## src/rtl/ddr_arb_pkg.sv

```systemverilog
// Shared IDs, FSM encodings and constants for the DDR AXI port arbiter.
package ddr_arb_pkg;

   localparam logic [3:0] ID_W0 = 4'h0;
   localparam logic [3:0] ID_W1 = 4'h1;
   localparam logic [3:0] ID_R0 = 4'h2;
   localparam logic [3:0] ID_R1 = 4'h3;

   typedef enum logic [1:0] {
      W_IDLE = 2'd0,
      W_ADDR = 2'd1,
      W_DATA = 2'd2
   } wr_state_e;

   typedef enum logic {
      R_IDLE = 1'b0,
      R_ADDR = 1'b1
   } rd_state_e;

   // Wide enough for any realistic AXI data width; the top slices what it needs.
   localparam int WSTRB_MAX_W = 128;
   localparam logic [WSTRB_MAX_W-1:0] WSTRB_ALL = {WSTRB_MAX_W{1'b1}};

endpackage

```

## src/rtl/ddr_axi_arb_rr_arb2.sv

```systemverilog
// Two-way round-robin arbiter: the pointer names the requester that wins a tie
// and moves to the other requester whenever the owner reports it was served.
module rr_arb2 (
   input  logic       clk,
   input  logic       rstn,
   input  logic [1:0] req,
   input  logic       update,
   input  logic       served,
   output logic       grant,
   output logic       valid
);

   logic ptr_r;

   // Priority pointer, requester 0 first out of reset.
   always_ff @(posedge clk) begin
      if (!rstn) begin
         ptr_r <= 1'b0;
      end else if (update) begin
         ptr_r <= ~served;
      end else begin
         ptr_r <= ptr_r;
      end
   end

   // Grant the pointed-to requester if it asks, otherwise the other one.
   always_comb begin
      valid = |req;
      if (req[ptr_r]) begin
         grant = ptr_r;
      end else begin
         grant = ~ptr_r;
      end
   end

endmodule

```

## src/rtl/ddr_axi_arb.sv

```systemverilog
// Shares one DDR controller AXI port between two writers and two readers;
// write and read sides are arbitrated independently, each round-robin.
module ddr_axi_arb
   import ddr_arb_pkg::*;
#(
   parameter int CTRL_ADDR_WIDTH = 28,
   parameter int DATA_WIDTH      = 256
) (
   input  logic                       ddr_clk,
   input  logic                       ddr_rstn,
   input  logic                       w0_req,
   input  logic [CTRL_ADDR_WIDTH-1:0] w0_addr,
   input  logic [3:0]                 w0_len,
   output logic                       w0_ack,
   input  logic [DATA_WIDTH-1:0]      w0_data,
   output logic                       w0_wready,
   output logic                       w0_wlast,
   input  logic                       w1_req,
   input  logic [CTRL_ADDR_WIDTH-1:0] w1_addr,
   input  logic [3:0]                 w1_len,
   output logic                       w1_ack,
   input  logic [DATA_WIDTH-1:0]      w1_data,
   output logic                       w1_wready,
   output logic                       w1_wlast,
   input  logic                       r0_req,
   input  logic [CTRL_ADDR_WIDTH-1:0] r0_addr,
   input  logic [3:0]                 r0_len,
   output logic                       r0_ack,
   output logic                       r0_rvalid,
   output logic                       r0_rlast,
   output logic [DATA_WIDTH-1:0]      r0_rdata,
   input  logic                       r1_req,
   input  logic [CTRL_ADDR_WIDTH-1:0] r1_addr,
   input  logic [3:0]                 r1_len,
   output logic                       r1_ack,
   output logic                       r1_rvalid,
   output logic                       r1_rlast,
   output logic [DATA_WIDTH-1:0]      r1_rdata,
   output logic [CTRL_ADDR_WIDTH-1:0] axi_awaddr,
   output logic [3:0]                 axi_awuser_id,
   output logic [3:0]                 axi_awlen,
   output logic                       axi_awvalid,
   input  logic                       axi_awready,
   output logic [DATA_WIDTH-1:0]      axi_wdata,
   output logic [DATA_WIDTH/8-1:0]    axi_wstrb,
   input  logic                       axi_wready,
   input  logic                       axi_wusero_last,
   output logic [CTRL_ADDR_WIDTH-1:0] axi_araddr,
   output logic [3:0]                 axi_aruser_id,
   output logic [3:0]                 axi_arlen,
   output logic                       axi_arvalid,
   input  logic                       axi_arready,
   input  logic [DATA_WIDTH-1:0]      axi_rdata,
   input  logic [3:0]                 axi_rid,
   input  logic                       axi_rlast,
   input  logic                       axi_rvalid
);

   wr_state_e  wr_state_r, wr_state_s;
   rd_state_e  rd_state_r, rd_state_s;
   logic       wr_gnt_r;
   logic       rd_gnt_r;
   logic [1:0] outstanding_r;
   logic [1:0] rd_elig_s;
   logic       w_pick_s, w_any_s, r_pick_s, r_any_s;
   logic       w_load_s, aw_hs_s, in_data_s, w_done_s;
   logic       r_load_s, ar_hs_s;

   rr_arb2 u_wr_arb (
      .clk    (ddr_clk),
      .rstn   (ddr_rstn),
      .req    ({w1_req, w0_req}),
      .update (w_done_s),
      .served (wr_gnt_r),
      .grant  (w_pick_s),
      .valid  (w_any_s)
   );

   // A reader with a burst still in flight may not issue another AR.
   assign rd_elig_s = {r1_req & ~outstanding_r[1], r0_req & ~outstanding_r[0]};

   rr_arb2 u_rd_arb (
      .clk    (ddr_clk),
      .rstn   (ddr_rstn),
      .req    (rd_elig_s),
      .update (ar_hs_s),
      .served (rd_gnt_r),
      .grant  (r_pick_s),
      .valid  (r_any_s)
   );

   assign w_load_s  = (wr_state_r == W_IDLE) & w_any_s;
   assign aw_hs_s   = (wr_state_r == W_ADDR) & axi_awready;
   assign in_data_s = (wr_state_r == W_DATA);
   assign w_done_s  = in_data_s & axi_wready & axi_wusero_last;
   assign r_load_s  = (rd_state_r == R_IDLE) & r_any_s;
   assign ar_hs_s   = (rd_state_r == R_ADDR) & axi_arready;

   // Write FSM state register.
   always_ff @(posedge ddr_clk) begin
      if (!ddr_rstn) begin
         wr_state_r <= W_IDLE;
      end else begin
         wr_state_r <= wr_state_s;
      end
   end

   // Write FSM next state.
   always_comb begin
      wr_state_s = wr_state_r;
      case (wr_state_r)
         W_IDLE: begin
            if (w_any_s) wr_state_s = W_ADDR;
            else         wr_state_s = W_IDLE;
         end
         W_ADDR: begin
            if (axi_awready) wr_state_s = W_DATA;
            else             wr_state_s = W_ADDR;
         end
         W_DATA: begin
            if (axi_wready && axi_wusero_last) wr_state_s = W_IDLE;
            else                               wr_state_s = W_DATA;
         end
         default: wr_state_s = W_IDLE;
      endcase
   end

   // AW channel registers, loaded at grant and held until the handshake.
   always_ff @(posedge ddr_clk) begin
      if (!ddr_rstn) begin
         axi_awaddr    <= '0;
         axi_awlen     <= 4'd0;
         axi_awuser_id <= 4'h0;
         axi_awvalid   <= 1'b0;
         wr_gnt_r      <= 1'b0;
      end else if (w_load_s) begin
         axi_awaddr    <= w_pick_s ? w1_addr : w0_addr;
         axi_awlen     <= w_pick_s ? w1_len : w0_len;
         axi_awuser_id <= w_pick_s ? ID_W1 : ID_W0;
         axi_awvalid   <= 1'b1;
         wr_gnt_r      <= w_pick_s;
      end else if (aw_hs_s) begin
         axi_awvalid   <= 1'b0;
      end
   end

   assign w0_ack    = aw_hs_s & ~wr_gnt_r;
   assign w1_ack    = aw_hs_s & wr_gnt_r;
   assign axi_wdata = wr_gnt_r ? w1_data : w0_data;
   assign axi_wstrb = WSTRB_ALL[DATA_WIDTH/8-1:0];
   assign w0_wready = in_data_s & axi_wready & ~wr_gnt_r;
   assign w1_wready = in_data_s & axi_wready & wr_gnt_r;
   assign w0_wlast  = w0_wready & axi_wusero_last;
   assign w1_wlast  = w1_wready & axi_wusero_last;

   // Read FSM state register.
   always_ff @(posedge ddr_clk) begin
      if (!ddr_rstn) begin
         rd_state_r <= R_IDLE;
      end else begin
         rd_state_r <= rd_state_s;
      end
   end

   // Read FSM next state.
   always_comb begin
      rd_state_s = rd_state_r;
      case (rd_state_r)
         R_IDLE: begin
            if (r_any_s) rd_state_s = R_ADDR;
            else         rd_state_s = R_IDLE;
         end
         R_ADDR: begin
            if (axi_arready) rd_state_s = R_IDLE;
            else             rd_state_s = R_ADDR;
         end
         default: rd_state_s = R_IDLE;
      endcase
   end

   // AR channel registers, loaded at grant and held until the handshake.
   always_ff @(posedge ddr_clk) begin
      if (!ddr_rstn) begin
         axi_araddr    <= '0;
         axi_arlen     <= 4'd0;
         axi_aruser_id <= 4'h0;
         axi_arvalid   <= 1'b0;
         rd_gnt_r      <= 1'b0;
      end else if (r_load_s) begin
         axi_araddr    <= r_pick_s ? r1_addr : r0_addr;
         axi_arlen     <= r_pick_s ? r1_len : r0_len;
         axi_aruser_id <= r_pick_s ? ID_R1 : ID_R0;
         axi_arvalid   <= 1'b1;
         rd_gnt_r      <= r_pick_s;
      end else if (ar_hs_s) begin
         axi_arvalid   <= 1'b0;
      end
   end

   assign r0_ack    = ar_hs_s & ~rd_gnt_r;
   assign r1_ack    = ar_hs_s & rd_gnt_r;
   assign r0_rvalid = axi_rvalid & (axi_rid == ID_R0);
   assign r1_rvalid = axi_rvalid & (axi_rid == ID_R1);
   assign r0_rlast  = r0_rvalid & axi_rlast;
   assign r1_rlast  = r1_rvalid & axi_rlast;
   assign r0_rdata  = axi_rdata;
   assign r1_rdata  = axi_rdata;

   // In-flight flags: set on AR handshake, cleared by that reader's last beat.
   always_ff @(posedge ddr_clk) begin
      if (!ddr_rstn) begin
         outstanding_r <= 2'b00;
      end else begin
         outstanding_r[0] <= (ar_hs_s & ~rd_gnt_r) | (outstanding_r[0] & ~r0_rlast);
         outstanding_r[1] <= (ar_hs_s & rd_gnt_r) | (outstanding_r[1] & ~r1_rlast);
      end
   end

endmodule

```

## config.mk

```make
export PLATFORM = sky130hd
export DESIGN_NAME = ddr_axi_arb
export DESIGN_NICKNAME = d
export VERILOG_FILES = /design/src/rtl/ddr_arb_pkg.sv /design/src/rtl/ddr_axi_arb_rr_arb2.sv /design/src/rtl/ddr_axi_arb.sv
export SDC_FILE = /design/constraint.sdc
export NUM_CORES = 1
export LEC_CHECK = 0
export CAP_MARGIN = 20
export CORE_AREA = 4 4 700 702
export CTS_BUF_LIST = sky130_fd_sc_hd__clkbuf_8
export CTS_CLUSTER_SIZE = 10
export DETAILED_ROUTE_END_ITERATION = 10
export DIE_AREA = 0 0 704 706
export GPL_TIMING_DRIVEN = 0
export HOLD_SLACK_MARGIN = 0.06
export PLACE_DENSITY = 0.3
export SYNTH_ARGS = -nofsm -noshare
export SYNTH_HDL_FRONTEND = slang
export SYNTH_HIERARCHICAL = 1
export SYNTH_SLANG_ARGS = --single-unit
export TNS_END_PERCENT = 5
```

## constraint.sdc

```tcl
create_clock -name ddr_clk -period 1.5 [get_ports ddr_clk]
set_input_delay 0.3 -clock ddr_clk [delete_from_list [all_inputs] [get_ports ddr_clk]]
set_output_delay 0.3 -clock ddr_clk [all_outputs]
set_load 0.02 [all_outputs]
```

After elaboration in Yosys (flattened, before gate mapping)
Cells that the tools add are included.
{"block": "totals", "ff_bits": 83, "inputBits": 912, "output_inout_bits": 886, "word_cells": 84}
{"block": "classes", "order_cmp": 2, "n_eq_ne": 4, "n_mux": 24, "bitwise": 33, "reduce_logical": 6}
{"operator": "256-bit two-way mux", "count": 1}
{"operator": "28-bit two-way mux", "count": 2}
{"operator": "1-bit AND", "count": 22}
{"operator": "1-bit two-way mux", "count": 15}
{"operator": "1-bit NOT", "count": 9}
{"operator": "4-bit by 2-bit equality test with 1-bit output (second input constant)", "count": 2}
{"operator": "4-bit two-way mux", "count": 2}
{"operator": "2-bit case mux with 3 select lines", "count": 1}
{"operator": "1-bit by 2-bit less-than comparator with 1-bit output (second input constant)", "count": 2}
{"operator": "2-bit two-way mux", "count": 2}
{"operator": "2-bit nonzero test", "count": 2}
{"operator": "2-bit OR reduction", "count": 2}
{"operator": "2-bit by 1-bit equality test with 1-bit output (second input constant)", "count": 1}
{"operator": "2-bit equality test (second input constant)", "count": 1}
{"operator": "2-bit zero test", "count": 1}
{"operator": "1-bit bitwise OR", "count": 2}
{"operator": "1-bit case mux with 2 select lines", "count": 1}
{"operator": "1-bit logical AND", "count": 1}

Longest topological paths before layout
{"block": "depth", "depth_word": 6, "mapped_depth": 8, "ltp_nobuf": 6}

By module
Netlist, hierarchy kept.
{"module": "ddr_axi_arb", "n_inst": 1, "cells_each": 1182, "area_each_um2": 10717.8, "seq_area_each_um2": 1481.4}
{"module": "rr_arb2", "n_inst": 2, "cells_each": 6, "area_each_um2": 53.8, "seq_area_each_um2": 20.0}

Worst setup path before layout
Ideal clock, no wire load.
{"block": "synth_path", "path_type": "flip-flop to output port", "from": "register wr_gnt_r", "to": "output port axi_wdata[249]", "arrival_time_ns": 1.245, "required_ns": 1.200, "path_slack_ns": -0.045, "path_stages_with_launch": 5, "path_buffers": 3, "path_cell_list": "dfxtp_1 -> buf_2 -> buf_6 -> buf_2 -> mux2_1"}
{"block": "synth_between", "elab_chain_len": 1}
{"element": "start: declaration", "line_no": "ddr_axi_arb.sv:61", "rtl": "logic wr_gnt_r;"}
{"element": "start signal: assignment", "line_no": "ddr_axi_arb.sv:141", "rtl": "wr_gnt_r <= w_pick_s;"}
{"element": "256-bit two-way mux", "line_no": "ddr_axi_arb.sv:149", "rtl": "assign axi_wdata = wr_gnt_r ? w1_data : w0_data;"}
{"element": "end: declaration", "line_no": "ddr_axi_arb.sv:44", "rtl": "output logic [DATA_WIDTH-1:0] axi_wdata,"}
Every way passes these cells.

Worst setup path after layout
{"block": "layout_path", "from": "register wr_gnt_r", "to": "output port axi_wdata[4]"}
Same word-level chain as after synthesis.

==> out/metrics.csv <==
metric;value;unit
drive_gt1_share;35.7;%
r2r_end;axi_awlen[1];
route.detailed.drc;0;
synth-edff-count;0;
final_area;36600;sq um
htreeDepth;3;
wl;333;mm
final.setup_skew;57.6;ps
dr.pass1.iters;4;
setup_viol;419;
syn_to_final_growth;238;%
drv_slew;0;
path_delay_family;buffers and inverters;
insertion_delay;510;ps
hpwl;320;mm
relSlewSlack;41.7;%
synth_top_area_share;40.2;%
wl_per_cell;35.7;um
synth_cell_types;28;
whs;372;ps
fin_crit_sh;187;%
routabilityCongestion;1.02;
start_kind;flop;
worst_slack;-1310;ps
r2r_cells;6;
path_class;reg -> out;
crit_end;axi_wdata[4];
ys_ff_latch;76;
path_max_fanout;10;
post-place-ws;-3100;ps
synthCells;1194;
grt_pass1_wl;369;mm
antenna_found_initial;272;
cts.path.max_buffers;2;
synth_warnings;6;
r2r_slack;-400;ps
stdcell_count;9343;
die_w;704;um
slowest_stage;clkdlybuf4s15_2;
synth_top_area_cell;buf_4;
rsz0062_at_grt;true;
status;finished with violations;
final_nets;3689;
critPathCaptureType;primary output;
critPathRequiredTime;1200;ps
cp_slowest_stage_delay;780;ps
p_leak;13.7;nW
dp.cells;9237;
io_pins;1798;
cts_buffers;9;
die_h;706;um
clock_sinks;76;
io_buffers;1504;
violations;negative setup slack;
crit_chain;clkbuf_16, buf_6, mux2_1, clkdlybuf4s15_2;
cap_violations;0;
timing.critical_path.depth;4;
die_area;497000;sq um
avgSynthCellArea;9.07;sq um
vias;16200;
critical_path_arrival;2510;ps
track_usage;12.8;%
worst_pin_slew;879;ps
overflow;0;
grt_start_max_net_pins;16;
synth.area.top_cells;buf_4, mux2_1, dfxtp_1;
placed_cell_area;35500;sq um
cts_hold_buf;0;
worstSetupStartpoint;wr_gnt_r;
reg2reg_from;u_wr_arb/ptr_r;
vias_per_cell;1.74;
rows;256;
max_freq;356;MHz
cts_tree;done;
clkTransAtPathRegs;120;ps
first_global_vias;16200;
cts-root-buf;clkbuf_8;
power_density;545;nW/um^2
tns;-289030;ps
yosysMostFrequentCell;buf_4;
hold_path_class;in -> reg;
path_buf_inv;3;
core;484000;sq um
synth-seq-area-share;14.1;%
start_util;2.24;%
synth_commonest_cells;buf_4, mux2_1, dfxtp_1, nand2_1, mux2i_1;
synth_area;10800;sq um
ir_worst_vdd;450;uV
drtAntennaViolNets;0;
drtIter0Drc;753;
synthArstFlopShare;0;%
synth_top_flop_cell;dfxtp_1;
fin_crit;2810;ps
hold_viol;0;
## layout by cell type, fill, tap and decap left out, drive strengths merged, types with 6 or more instances in the layout
| master | synthesis | layout |
|---|---|---|
| mux2i | 69 | 69 |
| clkdlybuf4s50 | 0 | 1211 |
| dlymetal6s2s | 0 | 31 |
| clkbuf | 9 | 71 |
| buf | 602 | 777 |
| conb | 2 | 37 |
| clkdlybuf4s15 | 0 | 11 |
| nand2 | 73 | 73 |
| nor2b | 8 | 8 |
| dfxtp | 76 | 76 |
| mux2 | 256 | 256 |
| inv | 5 | 9 |
| nor2 | 6 | 6 |
| dlygate4sd2 | 0 | 57 |
| diode | 0 | 111 |
| o211a | 67 | 67 |
## sequential cells by signal, indices dropped and copies added (netlist names)
register	flops
rd_state_r	1
outstanding_r	2
axi_arlen	4
axi_araddr	28
axi_aruser_id	2
u_wr_arb/ptr_r	1
u_rd_arb/ptr_r	1
wr_state_r	2
wr_gnt_r	1
axi_awlen	4
axi_awaddr	28
axi_awvalid	1
axi_arvalid	1
## timing repair
action / in CTS / in global routing
gates cloned: 0 / 2
gates resized for setup: 555 / 604
endpoints found under the setup margin: 444 / 444
buffers inserted: 7 / 5
pin swaps: 1 / 5
## worst min-delay path, delay by kind of cell
family                 cells  cell delay (ps)
buffers and inverters      1              130
and+or+nand+nor            2              270
AOI/OAI and AO/OA          1              110
## report_power, final
part | internal [mW] | switching, mW
Clock | 1.02 | 1.38
Combinational | 6.78 | 8.32
Sequential | 2.26 | 0.181
Total | 10.1 | 9.88
## logic make-up after synthesis
kind of cell,Yosys count,synth area share [%]
AOI/OAI and AO/OA,75,6.75
buffers and inverters,616,42.0
DFF,76,14.1
muxes,325,33.0
other,2,0.0694
and+or+nand+nor,100,4.10
## stage by stage
stage	total power [mW]	utilization [%]
floorplan	7.30	-
finish	19.9	7.56
global placement	17.0	7.04
CTS	20.4	7.41
global route	21.2	7.53
detailed placement	17.7	7.33
## layer usage
metal	vias up	wire length, um	global-route usage [%]
li1	6734	-	-
met1	7381	127000	14.2
met2	1498	133000	18.2
met3	526	61100	10.9
met4	98	10800	3.56
met5	-	1090	0
## layout make-up
class	instances	area [sq um]
fill	56700	448000
multi-input combinational	537	5310
clock buffer	10	138
buffer	611	4900
timing repair buffer	1537	16300
clock inverter	6	100
sequential	76	1540
antenna	111	278
inverter	5	18.8
tap	6450	8070
## worst min-delay path by stage
stage                     start                to  slack (ps)  cells after the start
3_5_place_dp   outstanding_r[1]  outstanding_r[1]         460                      2
6_report             axi_rid[3]  outstanding_r[1]         370                      4
4_1_cts             axi_arready        rd_state_r         370                      3
2_1_floorplan  outstanding_r[0]  outstanding_r[0]         440                      2
5_1_grt              axi_rid[3]  outstanding_r[1]         350                      4
3_3_place_gp   outstanding_r[0]  outstanding_r[0]         450                      2
No activity file was read; power rests on OpenSTA's default activity.
